`src/rtl/hilo_muldiv.sv`:
```
// hilo_muldiv: HI/LO register unit with single-cycle multiply and a
// multi-cycle radix-2 restoring divider.
//
// Operations (op_code):
//   000 MTHI  : hi_o <= src_a
//   001 MTLO  : lo_o <= src_a
//   010 MULT  : {hi_o,lo_o} <= signed   src_a * src_b
//   011 MULTU : {hi_o,lo_o} <= unsigned src_a * src_b
//   100 DIV   : lo_o <= quotient, hi_o <= remainder (signed, WIDTH cycles)
//   101 DIVU  : lo_o <= quotient, hi_o <= remainder (unsigned, WIDTH cycles)
//   110/111   : no-op
//
// Ports:
//   clk      - clock, all state changes on its rising edge
//   rst      - synchronous active-high reset
//   op_valid - operation request
//   op_code  - operation select (see above)
//   src_a    - operand A / dividend
//   src_b    - operand B / divisor
//   cancel   - flush: aborts an in-flight divide, drops a concurrent request
//   op_ready - a new request can be accepted (~busy)
//   busy     - divide in progress
//   done     - one-cycle pulse following every HI/LO update
//   hi_o     - committed HI register
//   lo_o     - committed LO register

module hilo_muldiv #(
    parameter int WIDTH = 32
) (
    input  logic             clk,
    input  logic             rst,
    input  logic             op_valid,
    input  logic [2:0]       op_code,
    input  logic [WIDTH-1:0] src_a,
    input  logic [WIDTH-1:0] src_b,
    input  logic             cancel,
    output logic             op_ready,
    output logic             busy,
    output logic             done,
    output logic [WIDTH-1:0] hi_o,
    output logic [WIDTH-1:0] lo_o
);

    localparam int CW = $clog2(WIDTH);
    localparam logic [CW-1:0] LAST_ITER = CW'(WIDTH - 1);

    localparam logic [0:0] S_IDLE = 1'b0;
    localparam logic [0:0] S_DIV  = 1'b1;

    localparam logic [2:0] OP_MTHI  = 3'b000;
    localparam logic [2:0] OP_MTLO  = 3'b001;
    localparam logic [2:0] OP_MULT  = 3'b010;
    localparam logic [2:0] OP_MULTU = 3'b011;
    localparam logic [2:0] OP_DIV   = 3'b100;
    localparam logic [2:0] OP_DIVU  = 3'b101;

    logic [0:0]       state;
    logic [CW-1:0]    count;
    logic [WIDTH-1:0] rem;      // partial remainder
    logic [WIDTH-1:0] quo;      // dividend shifting out, quotient shifting in
    logic [WIDTH-1:0] dvs;      // divisor magnitude
    logic             neg_q;
    logic             neg_r;

    assign busy     = (state == S_DIV);
    assign op_ready = ~busy;

    // Multiply: sign- or zero-extend to 2*WIDTH, then keep the low 2*WIDTH
    // bits of the product, which is exact in either interpretation.
    logic [2*WIDTH-1:0] a_ext, b_ext, product;
    logic               mul_signed;

    // Divide operand preparation: magnitudes plus result signs.
    logic             div_signed, a_neg, b_neg;
    logic [WIDTH-1:0] a_mag, b_mag;

    // One restoring iteration on the current divider state.
    logic [WIDTH:0]   trial;
    logic [WIDTH-1:0] rem_nxt, quo_nxt, q_fix, r_fix;

    // NOTE: every signal is given a value on every path through this block,
    // so no latch can be inferred.
    always_comb begin
        mul_signed = (op_code == OP_MULT);
        a_ext      = {{WIDTH{mul_signed & src_a[WIDTH-1]}}, src_a};
        b_ext      = {{WIDTH{mul_signed & src_b[WIDTH-1]}}, src_b};
        product    = a_ext * b_ext;

        div_signed = (op_code == OP_DIV);
        a_neg      = div_signed & src_a[WIDTH-1];
        b_neg      = div_signed & src_b[WIDTH-1];
        // The most negative value maps onto its correct unsigned magnitude.
        a_mag      = a_neg ? -src_a : src_a;
        b_mag      = b_neg ? -src_b : src_b;

        trial = {rem, quo[WIDTH-1]} - {1'b0, dvs};
        if (trial[WIDTH]) begin
            rem_nxt = {rem[WIDTH-2:0], quo[WIDTH-1]};
            quo_nxt = {quo[WIDTH-2:0], 1'b0};
        end else begin
            rem_nxt = trial[WIDTH-1:0];
            quo_nxt = {quo[WIDTH-2:0], 1'b1};
        end

        q_fix = neg_q ? -quo_nxt : quo_nxt;
        r_fix = neg_r ? -rem_nxt : rem_nxt;
    end

    // NOTE: sequential state uses non-blocking assignments so every register
    // samples the pre-edge values regardless of statement order.
    always_ff @(posedge clk) begin
        if (rst) begin
            // NOTE: the divider datapath registers are reset along with the
            // architectural state so nothing stale survives a reset.
            state <= S_IDLE;
            count <= '0;
            rem   <= '0;
            quo   <= '0;
            dvs   <= '0;
            neg_q <= 1'b0;
            neg_r <= 1'b0;
            hi_o  <= '0;
            lo_o  <= '0;
            done  <= 1'b0;
        end else begin
            done <= 1'b0;
            case (state)
                S_IDLE: begin
                    if (op_valid && !cancel) begin
                        case (op_code)
                            OP_MTHI: begin
                                hi_o <= src_a;
                                done <= 1'b1;
                            end
                            OP_MTLO: begin
                                lo_o <= src_a;
                                done <= 1'b1;
                            end
                            OP_MULT, OP_MULTU: begin
                                {hi_o, lo_o} <= product;
                                done         <= 1'b1;
                            end
                            OP_DIV, OP_DIVU: begin
                                if (src_b == '0) begin
                                    // Divide-by-zero resolves immediately.
                                    lo_o <= '1;
                                    hi_o <= src_a;
                                    done <= 1'b1;
                                end else begin
                                    rem   <= '0;
                                    quo   <= a_mag;
                                    dvs   <= b_mag;
                                    neg_q <= a_neg ^ b_neg;
                                    neg_r <= a_neg;
                                    count <= '0;
                                    state <= S_DIV;
                                end
                            end
                            default: ;
                        endcase
                    end
                end
                S_DIV: begin
                    if (cancel) begin
                        // Flush wins even on the final iteration.
                        state <= S_IDLE;
                    end else begin
                        rem   <= rem_nxt;
                        quo   <= quo_nxt;
                        count <= count + 1'b1;
                        if (count == LAST_ITER) begin
                            lo_o  <= q_fix;
                            hi_o  <= r_fix;
                            done  <= 1'b1;
                            state <= S_IDLE;
                        end
                    end
                end
                default: state <= S_IDLE;
            endcase
        end
    end

endmodule

```
`config.mk`:
```
export PLATFORM = sky130hd
export DESIGN_NAME = hilo_muldiv
export DESIGN_NICKNAME = d
export VERILOG_FILES = /design/src/rtl/hilo_muldiv.sv
export SDC_FILE = /design/constraint.sdc
export NUM_CORES = 2
export LEC_CHECK = 0
export CORE_ASPECT_RATIO = 0.9
export CORE_MARGIN = 5
export CORE_UTILIZATION = 60
export DETAILED_ROUTE_END_ITERATION = 8
export PLACE_DENSITY_LB_ADDON = 0.15
export SLEW_MARGIN = 0
export SYNTH_ARGS = -nofsm -noshare
export SYNTH_HDL_FRONTEND = slang
export SYNTH_SLANG_ARGS = --single-unit
export TNS_END_PERCENT = 20
```
`constraint.sdc`:
```
create_clock -name clk -period 15.54 [get_ports clk]
set_input_delay 2.331 -clock clk [delete_from_list [all_inputs] [get_ports clk]]
set_output_delay 2.331 -clock clk [all_outputs]
set_load 0.1 [all_outputs]
```
Yosys cells after proc, flatten, opt, wreduce, memory -nomap -nowiden:

Index checks and enable logic that the tools add are counted.
W data, S select, Z words.

* register bits after elaboration: 169
* latch bits: 0
* memory bits (writable): 0
* memory bits (read-only): 0
* input bits: 71
* output and inout bits: 67
* word-level logic and storage cells: 94
* memories kept: 0

* add/sub/neg operators: 6
* $mul: 1
* divide/modulo/power cells: 0
* $lt $le $gt $ge: 0
* eq/ne operators: 14
* shift operators: 0
* multiplexer cells: 45
* bitwise logic cells: 7
* reduce and logical (&&, ||, !) cells: 11

Operator list (count)
* $mux W32: 21
* $pmux W32 S2: 4
* $pmux W32 S3: 2
* $neg A32 Y32: 4
* $mul A33 B33 Y64: 1
* $sub A33 B32 Y33: 1
* $logic_not A32 Y1: 1
* $mux W5: 4
* $mux W1: 10
* $pmux W5 S2: 1
* $reduce_and A5 Y1: 2
* $ne A4 B1 Y1 const B: 2
* $reduce_and A4 Y1: 2
* $eq A3 B2 Y1 const B: 2
* $eq A3 B3 Y1 const B: 2
* $ne A2 B1 Y1 const B: 3
* $pmux W1 S2: 3
* $add A5 B1 Y5 const B: 1
* $eq A5 B5 Y1 const B: 1
* $and A1 B1 Y1: 4
* $ne A2 B2 Y1 const B: 2
* $reduce_or A2 Y1: 2
* $reduce_or A4 Y1: 1
* $eq A3 B1 Y1 const B: 1
* other kinds (6): 7

Longest topological paths before layout:

* word-level depth: 7
* gate-level depth with buffers: 34
* depth with buffers taken out: 31

Worst setup path after synthesis:

OpenSTA, ideal clock, no wires.

* kind: input-to-reg
* start point: input op_code[2]
* end point: register hi_o[20]
* library setup time: 0.114 ns
* arrival time: 10.183 ns
* data required time: 15.426 ns
* path slack: 5.242 ns
* stages: 30
* cell sequence: nand2b_1 -> nor2_1 -> clkbuf_1 -> and2_1 -> clkbuf_1 -> nand2_1 -> inv_1 -> fa_1 -> fa_1 -> fa_1 -> inv_1 -> fa_1 -> fa_1 -> fa_1 -> fa_1 -> fa_1 -> inv_1 -> ha_1 -> clkbuf_1 -> nand2_1 -> nor2_1 -> nand3_1 -> a2111oi_0 -> a22oi_1 -> a21o_1 -> o21ai_0 -> a21o_1 -> a21o_1 -> a221oi_1 -> a2111oi_0

* longest elaborated chain between the ends: 6
* elaborated cells on any way between the ends: 16
* classes of those cells: mul (1); eq/ne (6); mux (3); bitwise (2); reduce/logical (4)

Ends and longest elaborated chain
* start: declaration: line 33 `input logic [2:0] op_code,`
* $eq A3 B2 Y1: line 84, 130
* $and A1 B1 Y1, on equally long branches: line 85, 86
* $mul A33 B33 Y64: line 87 `product = a_ext * b_ext;`
* $pmux W32 S3: line 130 `case (op_code)`
* $mux W32: line 129 `if (op_valid && !cancel) begin`
* $pmux W32 S2: line 127 `case (state)`
* end signal: assignment: line 132 `hi_o <= src_a;`
* end signal: assignment: line 140 `{hi_o, lo_o} <= product;`
* end signal: assignment: line 147 `hi_o <= src_a;`
* end: declaration: line 40 `output logic [WIDTH-1:0] hi_o,`

Several ways; a longest one is shown, not always the timed one. The select of a mux whose other input is x is not followed.
A chain may end at the register's enable or synchronous reset.

Final worst setup path:

Same ends and word-level chain as after synthesis.

==> results.tsv <==
stage	metric	value	unit
floorplan	initial_core_util	0.6021	
layout	final_common_cell	inv_1	
logic_synthesis	yosysWarnings	0	
floorplan	die_w	315.9	µm
logic_synthesis	syn_area	50520	µm²
layout	area_growth	4.822	%
detailed_routing	wire_per_inst	22.24	µm
critical_path	cp_top_family	adder cells	
clock_tree	cts_buffer_depth	2	
sta	tns	0	ps
sta	max_freq	83.81	MHz
detailed_routing	drtIter0Drc	4006	
detailed_routing	vias	41430	
floorplan	coreArea	83910	µm²
grt	grt_usage	0.3536	
layout	nNetsFinal	7298	
clock_tree	cts_resized	0	
outcome	status	finished, final reports clean	
grt	grt_pass1_vias	42920	
job	max_cap_viol_count	0	
logic_synthesis	synth_flop_cell	dfxtp_1	
layout	instances_no_fill	6998	
detailed_routing	drc	0	
clock_tree	postCtsHoldBufs	0	
logic_synthesis	synth_nets	7440	
grt	grt_pass1_wl	247.2	mm
clock_tree	cts_max_level	4	
logic_synthesis	avgSynthCellArea	8.430	µm²
critical_path	crit_path_frequent_cell	fa_1	
layout	n_fill_cell	7430	
clock_tree	root_buffer	clkbuf_16	
sta	hold_viol	0	
logic_synthesis	async_flop_share	0	
detailed_routing	via_per_inst	5.921	
placed_design	numPlacedInstances	6965	
critical_path	max_stage_delay	640	ps
sta	slew_violations	0	
placed_design	hpwl	117.0	mm
layout	drive_gt1_frac	0.03683	
critical_path	crit_required	15890	ps
sta	setup_viol	0	
detailed_routing	dr.pass1.iters	9	
sta	fin_skew	17.53	ps
floorplan	fp-row-count	101	
clock_tree	clock_latency	470	ps
critical_path	cp-start-kind	primary input	
clock_tree	cts_tree	yes	
hold_path	min_path_type	flip-flop to flip-flop	
critical_path	arrival	12280	ps
logic_synthesis	yosys.cell_types.count	86	
layout	layout_common_cells	1208 x inv_1, 1126 x fa_1, 1009 x nand2_1	
clock_tree	numCtsBuffers	17	
clock_tree	clk_pin_slew_worst_paths	70	ps
critical_path	path_class	primary input to flip-flop	
critical_path	cp-end-kind	flip-flop	
logic_synthesis	synth_edf_count	0	
sta	tightest_slew	1157	ps
sta	fin_crit_sh	0.7678	
floorplan	die_area	90120	µm²
grt	antenna_found_initial	6	
critical_path	cp_num_buf_inv	6	
critical_path	cpMaxStageDelayCell	fa_1	
floorplan	die_height	285.3	µm
clock_tree	post_cts_buffers	0	
logic_synthesis	synthCells	5993	
detailed_routing	drtAntennaViolNets	0	
sta	grt_setup_unrepaired	false	
placed_design	gp_congestion	0.9828	
sta	relSlewSlack	0.2287	
sta	period_needed	11930	ps
logic_synthesis	ys_seq_elements	169	
logic_synthesis	ys_seq_area_frac	0.06697	
grt	globalRouteOverflowTotal	0	
floorplan	ios	138	
clock_tree	cts_sinks	169	
placed_design	port_buffers	137	
grt	grt_max_degree	84	
critical_path	worstPathMaxFanout	67	
detailed_routing	wl	155.6	mm
==> layer usage <==
layer	global-route usage	part of all wire	vias to the layer above
met4	0.1570	0.059	2
met3	0.05312	0.085	451
met2	0.5798	0.48	1972
met1	0.4697	0.38	21060
li1	-	-	17950
met5	0	0.000064	-
==> worst register-to-register path, delay by kind of cell (launching register included) <==
family	cells	cell delay, ps
compound gates	8	2440
simple gates	4	1340
flops	1	330
fa+ha+maj	3	910
xor+xnor	1	350
buf+inv	3	510
mux	1	470
==> per-stage QoR <==
stage | hold slack [ps] | worst slack [ps] | cell area (µm²) | utilization
after floorplan | 431.9 | 5242 | 50520 | -
after global placement | 439.1 | 3471 | 52320 | 0.6235
after detailed placement | 447.8 | 3254 | 52320 | 0.6235
after CTS | 457.7 | 3729 | 52960 | 0.6311
after global routing | 482.3 | 3088 | 52960 | 0.6311
final | 452.8 | 3608 | 52960 | 0.6311
==> flip-flops by register name, summed over array words and instances, names as in the netlist <==
register / flops
busy: 1
count: 5
done: 1
dvs: 32
hi_o: 32
lo_o: 32
neg_q: 1
neg_r: 1
quo: 32
rem: 32
==> area by class of cell <==
| cell class | count | area, µm² | area share |
|---|---|---|---|
| diodes | 1 | 2.502 | 0.00004725 |
| clock inverters | 14 | 206.4 | 0.003898 |
| clock buffers | 18 | 429.2 | 0.008104 |
| repair buffers | 226 | 1827 | 0.03449 |
| flip-flops and latches | 169 | 3387 | 0.06396 |
| multi-input cells | 4226 | 41140 | 0.7769 |
| well taps | 1133 | 1418 | 0.02677 |
| inverters | 1211 | 4548 | 0.08588 |
==> worst paths after layout <==
check	startpoint	end	slack [ps]	cells after the start
min	dvs[26]$_SDFFE_PP0P_	dvs[26]$_SDFFE_PP0P_	450	2
max	op_code[2]	hi_o[20]$_SDFFE_PP0P_	3610	30
max reg2reg	quo[31]$_SDFFE_PP0P_	hi_o[30]$_SDFFE_PP0P_	9030	20
min reg2reg	dvs[26]$_SDFFE_PP0P_	dvs[26]$_SDFFE_PP0P_	450	2
==> synth_stat cells (all sizes together), types with 54 or more instances <==
cell type / number / share of area
inv: 1210 / 0.090
a211oi: 62 / 0.0092
o21ai: 170 / 0.017
ha: 250 / 0.062
nor2: 257 / 0.019
a21oi: 229 / 0.023
clkbuf: 301 / 0.022
buf: 86 / 0.0066
dfxtp: 169 / 0.067
fa: 1126 / 0.45
and2: 297 / 0.037
nand2: 1009 / 0.075
nor3: 54 / 0.0053
xor2: 77 / 0.013
xnor2: 125 / 0.022
==> kinds of logic (layout without fill, tap and decap cells) <==
family | count (synthesis) | count (layout) | share of synthesized area
buffers and inverters | 1598 | 1469 | 0.1190
AND/OR/NAND/NOR | 1833 | 1833 | 0.1638
flip-flops | 169 | 169 | 0.06697
adder cells (fa/ha/maj) | 1376 | 1376 | 0.5081
XOR/XNOR | 202 | 202 | 0.03502
other | 0 | 1 | 0
multiplexers | 29 | 29 | 0.005968
AO/OA/AOI/OAI | 786 | 786 | 0.1011
Power is not shown: default switching activity piles up to over one toggle a cycle in this logic, so the estimate is an artifact.
